[src/rtl/cnt_obi_arbiter.sv]
// Two-to-one OBI arbiter in front of the counter's OBI slave port, with an ID FIFO for response routing.
// Build option: define CNT_ARB_FIXED_PRIO_EN for fixed priority (requester 0 wins ties).
//
// state  | meaning
// IDLE   | no stalled request; winner chosen combinationally
// LOCKED | forwarded request was not granted last cycle; winner held in locked_id
module cnt_obi_arbiter #(
    parameter int MAX_OUT = 2,
    localparam int CW = $clog2(MAX_OUT + 1)
) (
    input  logic          clk_i,
    input  logic          rst_i,
    input  logic          h0_req_i,
    input  logic          h0_we_i,
    input  logic [3:0]    h0_be_i,
    input  logic [31:0]   h0_addr_i,
    input  logic [31:0]   h0_wdata_i,
    output logic          h0_gnt_o,
    output logic          h0_rvalid_o,
    output logic [31:0]   h0_rdata_o,
    input  logic          h1_req_i,
    input  logic          h1_we_i,
    input  logic [3:0]    h1_be_i,
    input  logic [31:0]   h1_addr_i,
    input  logic [31:0]   h1_wdata_i,
    output logic          h1_gnt_o,
    output logic          h1_rvalid_o,
    output logic [31:0]   h1_rdata_o,
    output logic          m_req_o,
    output logic          m_we_o,
    output logic [3:0]    m_be_o,
    output logic [31:0]   m_addr_o,
    output logic [31:0]   m_wdata_o,
    input  logic          m_gnt_i,
    input  logic          m_rvalid_i,
    input  logic [31:0]   m_rdata_i,
    output logic [CW-1:0] outstanding_o,
    output logic          err_o
);
    localparam int PW = (MAX_OUT > 1) ? $clog2(MAX_OUT) : 1;
    localparam logic [PW-1:0] LAST = PW'(MAX_OUT - 1);

    typedef enum logic {IDLE, LOCKED} state_t;

    state_t               state, state_nxt;
    logic                 locked_id, locked_id_nxt;
    logic                 winner, win_req, fwd;
    logic                 push, pop, full, empty, head;
    logic [MAX_OUT-1:0]   fifo_q;
    logic [PW-1:0]        wr_ptr, rd_ptr;
    logic [CW-1:0]        count;
    logic                 err;
`ifndef CNT_ARB_FIXED_PRIO_EN
    logic                 rr_ptr;
`endif

    function automatic logic [PW-1:0] ptr_inc(input logic [PW-1:0] p);
        return (p == LAST) ? '0 : p + 1'b1;
    endfunction

    assign full  = (count == CW'(MAX_OUT));
    assign empty = (count == '0);

    always_comb begin
        winner = 1'b0;
        if (state == LOCKED) begin
            winner = locked_id;
        end else if (h0_req_i && h1_req_i) begin
`ifdef CNT_ARB_FIXED_PRIO_EN
            winner = 1'b0;
`else
            winner = rr_ptr;
`endif
        end else begin
            winner = h1_req_i;
        end
    end

    assign win_req = winner ? h1_req_i : h0_req_i;
    // Combinational outputs are gated so nothing leaks out while reset is held.
    assign fwd     = win_req & ~rst_i;

    assign m_req_o   = fwd & ~full;
    assign m_we_o    = fwd & (winner ? h1_we_i : h0_we_i);
    assign m_be_o    = fwd ? (winner ? h1_be_i : h0_be_i) : '0;
    assign m_addr_o  = fwd ? (winner ? h1_addr_i : h0_addr_i) : '0;
    assign m_wdata_o = fwd ? (winner ? h1_wdata_i : h0_wdata_i) : '0;

    assign push     = m_req_o & m_gnt_i;
    assign h0_gnt_o = push & ~winner;
    assign h1_gnt_o = push & winner;

    assign head        = fifo_q[rd_ptr];
    assign pop         = m_rvalid_i & ~empty & ~rst_i;
    assign h0_rvalid_o = pop & ~head;
    assign h1_rvalid_o = pop & head;
    assign h0_rdata_o  = h0_rvalid_o ? m_rdata_i : '0;
    assign h1_rdata_o  = h1_rvalid_o ? m_rdata_i : '0;

    assign outstanding_o = count;
    assign err_o         = err;

    always_comb begin
        state_nxt     = IDLE;
        locked_id_nxt = locked_id;
        if (m_req_o && !m_gnt_i) begin
            state_nxt     = LOCKED;
            locked_id_nxt = winner;
        end
    end

    always_ff @(posedge clk_i or posedge rst_i) begin
        if (rst_i) begin
            state     <= IDLE;
            locked_id <= 1'b0;
            fifo_q    <= '0;
            wr_ptr    <= '0;
            rd_ptr    <= '0;
            count     <= '0;
            err       <= 1'b0;
`ifndef CNT_ARB_FIXED_PRIO_EN
            rr_ptr    <= 1'b0;
`endif
        end else begin
            state     <= state_nxt;
            locked_id <= locked_id_nxt;
            if (push) begin
                fifo_q[wr_ptr] <= winner;
                wr_ptr         <= ptr_inc(wr_ptr);
`ifndef CNT_ARB_FIXED_PRIO_EN
                rr_ptr         <= ~winner;
`endif
            end
            if (pop) begin
                rd_ptr <= ptr_inc(rd_ptr);
            end
            case ({push, pop})
                2'b10:   count <= count + 1'b1;
                2'b01:   count <= count - 1'b1;
                default: count <= count;
            endcase
            if (m_rvalid_i && empty) begin
                err <= 1'b1;
            end
        end
    end
endmodule

[config.mk]
export PLATFORM = sky130hd
export DESIGN_NAME = cnt_obi_arbiter
export DESIGN_NICKNAME = d
export VERILOG_FILES = /design/src/rtl/cnt_obi_arbiter.sv
export SDC_FILE = /design/constraint.sdc
export NUM_CORES = 1
export LEC_CHECK = 0
export CAP_MARGIN = 5
export CORE_AREA = 2 2 124 126
export CTS_CLUSTER_SIZE = 12
export DETAILED_ROUTE_END_ITERATION = 10
export DIE_AREA = 0 0 126 128
export SLEW_MARGIN = 30
export SYNTH_ARGS = -nofsm -noshare
export SYNTH_HDL_FRONTEND = slang
export SYNTH_SLANG_ARGS = --single-unit
[constraint.sdc]
create_clock -name clk_i -period 2.7 [get_ports clk_i]
set_clock_uncertainty 0.1 [all_clocks]
set_input_delay 0.54 -clock clk_i [delete_from_list [all_inputs] [get_ports clk_i]]
set_output_delay 0.54 -clock clk_i [all_outputs]
set_load 0.005 [all_outputs]
After elaboration in Yosys (flattened, before gate mapping):

Index checks and enable logic that the tools add are counted.

* flip-flop bits (word level): 10

* multiplexer cells: 21
* add/sub/neg operators: 4
* $lt $le $gt $ge: 3
* bitwise operators: 15
* equal/unequal tests: 3
* reductions and logical operators: 7

Operators with widths (number)
* two-way mux 32 bit: 6
* AND 1 bit: 10
* two-way mux 1 bit: 10
* two-way mux 4 bit: 2
* NOT 1 bit: 5
* equality test 2 bit (second input constant): 2
* logical AND 1 bit: 4
* < comparator 1 x 2 -> 1 bit (second input constant): 2
* one-hot mux 2 bit (2 select lines): 1
* adder 1 bit (second input constant): 2
* adder 2 x 1 -> 2 bit (second input constant): 1
* bitwise mux 2 bit: 1
* equality test 2 x 1 -> 1 bit (second input constant): 1
* zero test 2 bit: 1
* nonzero test 2 bit: 1
* subtractor 2 x 1 -> 2 bit (second input constant): 1
* demux 1 bit (select 1 bit): 1
* greater-or-equal comparator 1 bit (second input constant): 1
* zero test 1 bit: 1

Logic depth before layout (Yosys ltp):

Gate-level depths: netlist (run 1).

* depth after elaboration: 9
* mapped depth: 8

Worst setup path after synthesis (run 1):

No wires, ideal clock.

* kind: input to output
* from: input rst_i
* to: output h0_gnt_o
* data required time: 2.060 ns
* arrival: 1.658 ns
* stages on the path: 5
* buffers on the path: 1
* setup slack: 0.402 ns
* cells stage by stage: inv_1 -> o221ai_2 -> or3b_2 -> buf_2 -> nor2_1

* word-level cells in the longest chain between the ends: 5

RTL lines
* from (decl): RTL line 12 `input logic rst_i,`
* NOT 1 bit: RTL line 81 `assign fwd = win_req & ~rst_i;`
* AND 1 bit: RTL line 81
* AND 1 bit: RTL line 83 `assign m_req_o = fwd & ~full;`
* AND 1 bit: RTL line 89 `assign push = m_req_o & m_gnt_i;`
* AND 1 bit: RTL line 90 `assign h0_gnt_o = push & ~winner;`
* to (decl): RTL line 18 `output logic h0_gnt_o,`

No other way between the ends.

Worst setup path in the final report (run 1):

* from: input m_rvalid_i
* to: output h1_rdata_o[29]

* word-level cells in the longest chain between the ends: 4

RTL lines
* from (decl): RTL line 35 `input logic m_rvalid_i,`
* AND 1 bit (2 in series): RTL line 94 `assign pop = m_rvalid_i & ~empty & ~rst_i;`
* AND 1 bit: RTL line 96 `assign h1_rvalid_o = pop & head;`
* two-way mux 32 bit: RTL line 98 `assign h1_rdata_o = h1_rvalid_o ? m_rdata_i : '0;`
* to (decl): RTL line 28 `output logic [31:0] h1_rdata_o,`

No other way between the ends.

==> results of run 1 <==
[flip-flops by register name, indices dropped and copies added (netlist names)]
signal / count
fifo_q: 2
outstanding_o: 2
err_o: 1
locked_id: 1
rd_ptr: 1
rr_ptr: 1
state: 1
wr_ptr: 1
[repair_timing]
item	4_1_cts	5_1_grt
setup buffers	14	1
setup endpoints to repair	138	48
gates cloned	7	0
pin swaps	5	3
resized for setup	163	105
[area by class of cell]
| cell class | count | area (sq um) | area share, % |
|---|---|---|---|
| timing repair buffer | 356 | 3478 | 61.53 |
| sequential | 10 | 251.5 | 4.449 |
| inverter | 1 | 3.754 | 0.06640 |
| tap | 188 | 235.2 | 4.161 |
| multi-input combinational | 338 | 1595 | 28.22 |
| clock buffer | 4 | 88.84 | 1.571 |
[power groups by stage]
stage | combinational (mW) | clock [mW] | sequential [mW]
2_1_floorplan | 0.838 | 0 | 0.269
3_3_place_gp | 2.03 | 0 | 0.287
3_5_place_dp | 2.03 | 0 | 0.289
4_1_cts | 2.21 | 0.291 | 0.295
5_1_grt | 2.39 | 0.300 | 0.306
6_report | 2.18 | 0.286 | 0.293
[worst max-delay path, cell delays in order]
cell and delay [ns]:
clkdlybuf4s50_1 0.48, nor3b_4 0.19, buf_4 0.14, buf_6 0.11, buf_12 0.13, nand2_1 0.07, nor2_1 0.10, dlygate4sd2_1 0.25
[layer usage]
metal  GRT usage (%)  routed length, um  up-vias
li1                -                  -     1869
met3           3.172                997       14
met2           26.38               6274      174
met4           3.361                197        0
met5               0                  0        -
met1           17.40               5022     1574
[cells by family (layout without fill, tap and decap cells)]
logic type	count (synthesis)	count (layout)	share of synthesized area, %
AO/OA/AOI/OAI	74	74	20.70
XOR/XNOR	5	5	2.315
adder cells (fa/ha/maj)	1	1	0.6613
buffers and inverters	34	361	7.208
flip-flops	10	10	13.23
multiplexers	6	6	3.703
AND/OR/NAND/NOR	252	252	52.18
[synthesized netlist by cell type]
master	n
or4b_4	1
xnor2_1	3
buf_6	1
inv_1	1
a21o_1	1
o221ai_2	1
and2_1	2
or3b_2	1
nor2b_1	2
mux2_1	1
mux2_4	1
xor2_1	2
nor3_1	2
a21boi_2	1
dfrtp_1	10
nand2b_1	2
nor2_1	69
buf_2	1
ha_1	1
mux2_2	3
nor3b_2	1
mux2i_1	1
nand2_1	172
o21ai_1	1
clkbuf_1	31
a21oi_1	69
o21a_1	1
[path summary, 6_finish.rpt]
path,cells after the start,startpoint,slack [ns],end
setup / recovery,8,m_rvalid_i,0.04,h1_rdata_o[29]
hold / removal,3,rst_i,0.33,outstanding_o[1]
setup reg to reg,8,locked_id,0.42,outstanding_o[1]
hold reg to reg,1,err_o,0.37,err_o
max in group asynchronous,3,rst_i,2.01,state
min in group clk_i,1,err_o,0.37,err_o
[through the flow]
step	instance area, sq um	hold WS, ns	utilization (%)	TNS, ns	worst slack (ns)
floorplan	1892	0.2948	-	0	0.4021
global placement	5414	0.3593	36.42	-36.16	-0.4637
detailed placement	5414	0.3627	36.42	-37.48	-0.4969
CTS	5714	0.3760	38.44	-0.5023	-0.1426
global route	5653	0.3670	38.03	-0.5183	-0.08733
finish	5653	0.3307	38.03	0	0.03976
==> summary.md, run 1 <==
| Metric | Value |
|---|---|
| Later-pin clock latency in the skew report | `0.23 ns` |
| Area contributors post-synth | `nand2_1, a21oi_1, nor2_1` |
| Switch share | `41.52%` |
| Sink Count | `10` |
| Via/cell ratio | `4.048` |
| Final WL | `12,490 um` |
| Antenna cells | `0` |
| DIE HEIGHT | `128 um` |
| Cell leakage power | `2.781 nW` |
| Worst Max-Slew Pin Slew | `0.3864 ns` |
| Most frequent cells in the layout | `clkdlybuf4s50_1, nand2_1, dlygate4sd2_1, a21oi_1, nor2_1` |
| P per Cell Area | `488.7 nW/um^2` |
| PortBufs | `316` |
| First-pass GRT wire length | `18,940 um` |
| Synth Instances | `382` |
| Maximum VDD drop | `313.9 uV` |
| Total grt overflow | `0` |
| Core footprint | `14,860 sq um` |
| DIE AREA | `16,130 sq um` |
| Worst Path Required | `2.06 ns` |
| Rows | `45` |
| Max Freq | `375.9 MHz` |
| Internal cell power | `1.616 mW` |
| Cells after DPL | `871` |
| Sequential area share after synthesis | `13.23%` |
| Min-Delay Path Class | `primary input to asynchronous set/reset pin` |
| Final hold violation count | `0` |
| Clk pwr share | `10.3%` |
| Combinational power share | `79.1%` |
| P&R area growth vs syn | `198.8%` |
| CP startpoint kind | `primary input` |
| I/O pin count | `317` |
| Crit path DAT | `2.02 ns` |
| TritonCTS clock tree | `built` |
| Synth Area per Inst | `4.952 sq um` |
| Worst-path fanout max | `12` |
| CTS root buf | `clkbuf_16` |
| Ys Warns | `0` |
| Max clock buf depth | `2` |
| Initial cell density of the core | `12.73%` |
| Total power | `2.763 mW` |
| Largest net degree at the start of global routing | `49` |
| Fin nets | `887` |
| Total GRT Usage | `14.50%` |
| Drt pass-1 iters | `4` |
| Hold buffers post-CTS | `0` |
| Layout Cells excl Fill | `897` |
| RSZ-0062 raised after global routing | `true` |
| Final min period | `2.660 ns` |
| Syn_nets | `559` |
| DRC | `0` |
| Htree depth | `1` |
| Yosys cell types | `27` |
| Placer congestion estimate | `0.7636` |
| Max-slew violation count | `0` |
| Share of layout cells above drive strength 1 | `14.95%` |
| Setup CP Type | `primary input to output pin` |
| # fillers | `1,619` |
| Initial antenna violation count | `0` |
| Slew margin rel. | `74.24%` |
| Top cell type's share of synthesized area | `34.13%` |
| Hpwl dp | `9155 um` |
| 1st-iter DRT viols | `94` |
| Switching pwr | `1.147 mW` |
| Fin crit share | `98.53%` |
| Antenna viol nets, final | `0` |
| Die X | `126 um` |
| Flop pwr share | `10.6%` |
| Commonest non-fill, non-tap cell in the layout | `clkdlybuf4s50_1` |
| Final number of setup-violating endpoints | `0` |
| Crit end category | `output pin` |
| Avg WL per Cell | `13.93 um` |
| Vias | `3,631` |
| Total CTS buffers | `3` |
| Synth Register Bits | `10` |
| Mapped cell area | `1892 sq um` |
| Vias in the first global route | `3,572` |
| Post-synth top area cell | `nand2_1` |
| Max Cap Violations | `0` |
| CTS clk-pin slew, worst paths | `0.04 ns` |
| Outcome | `finished clean` |
No activity file was read; power rests on OpenSTA's default activity.
==> run 2: changes to the inputs <==
GPL_ROUTABILITY_DRIVEN = 0   (was unset)
HOLD_SLACK_MARGIN = 0.12   (was unset)
==> results of run 2 <==
The final DEF is identical to that of run 1; final timing and power are the same.
==> run 3: changes to the inputs <==
GPL_TIMING_DRIVEN = 1   (was unset)
==> results of run 3 <==
The final DEF is identical to that of run 1; final timing and power are the same.
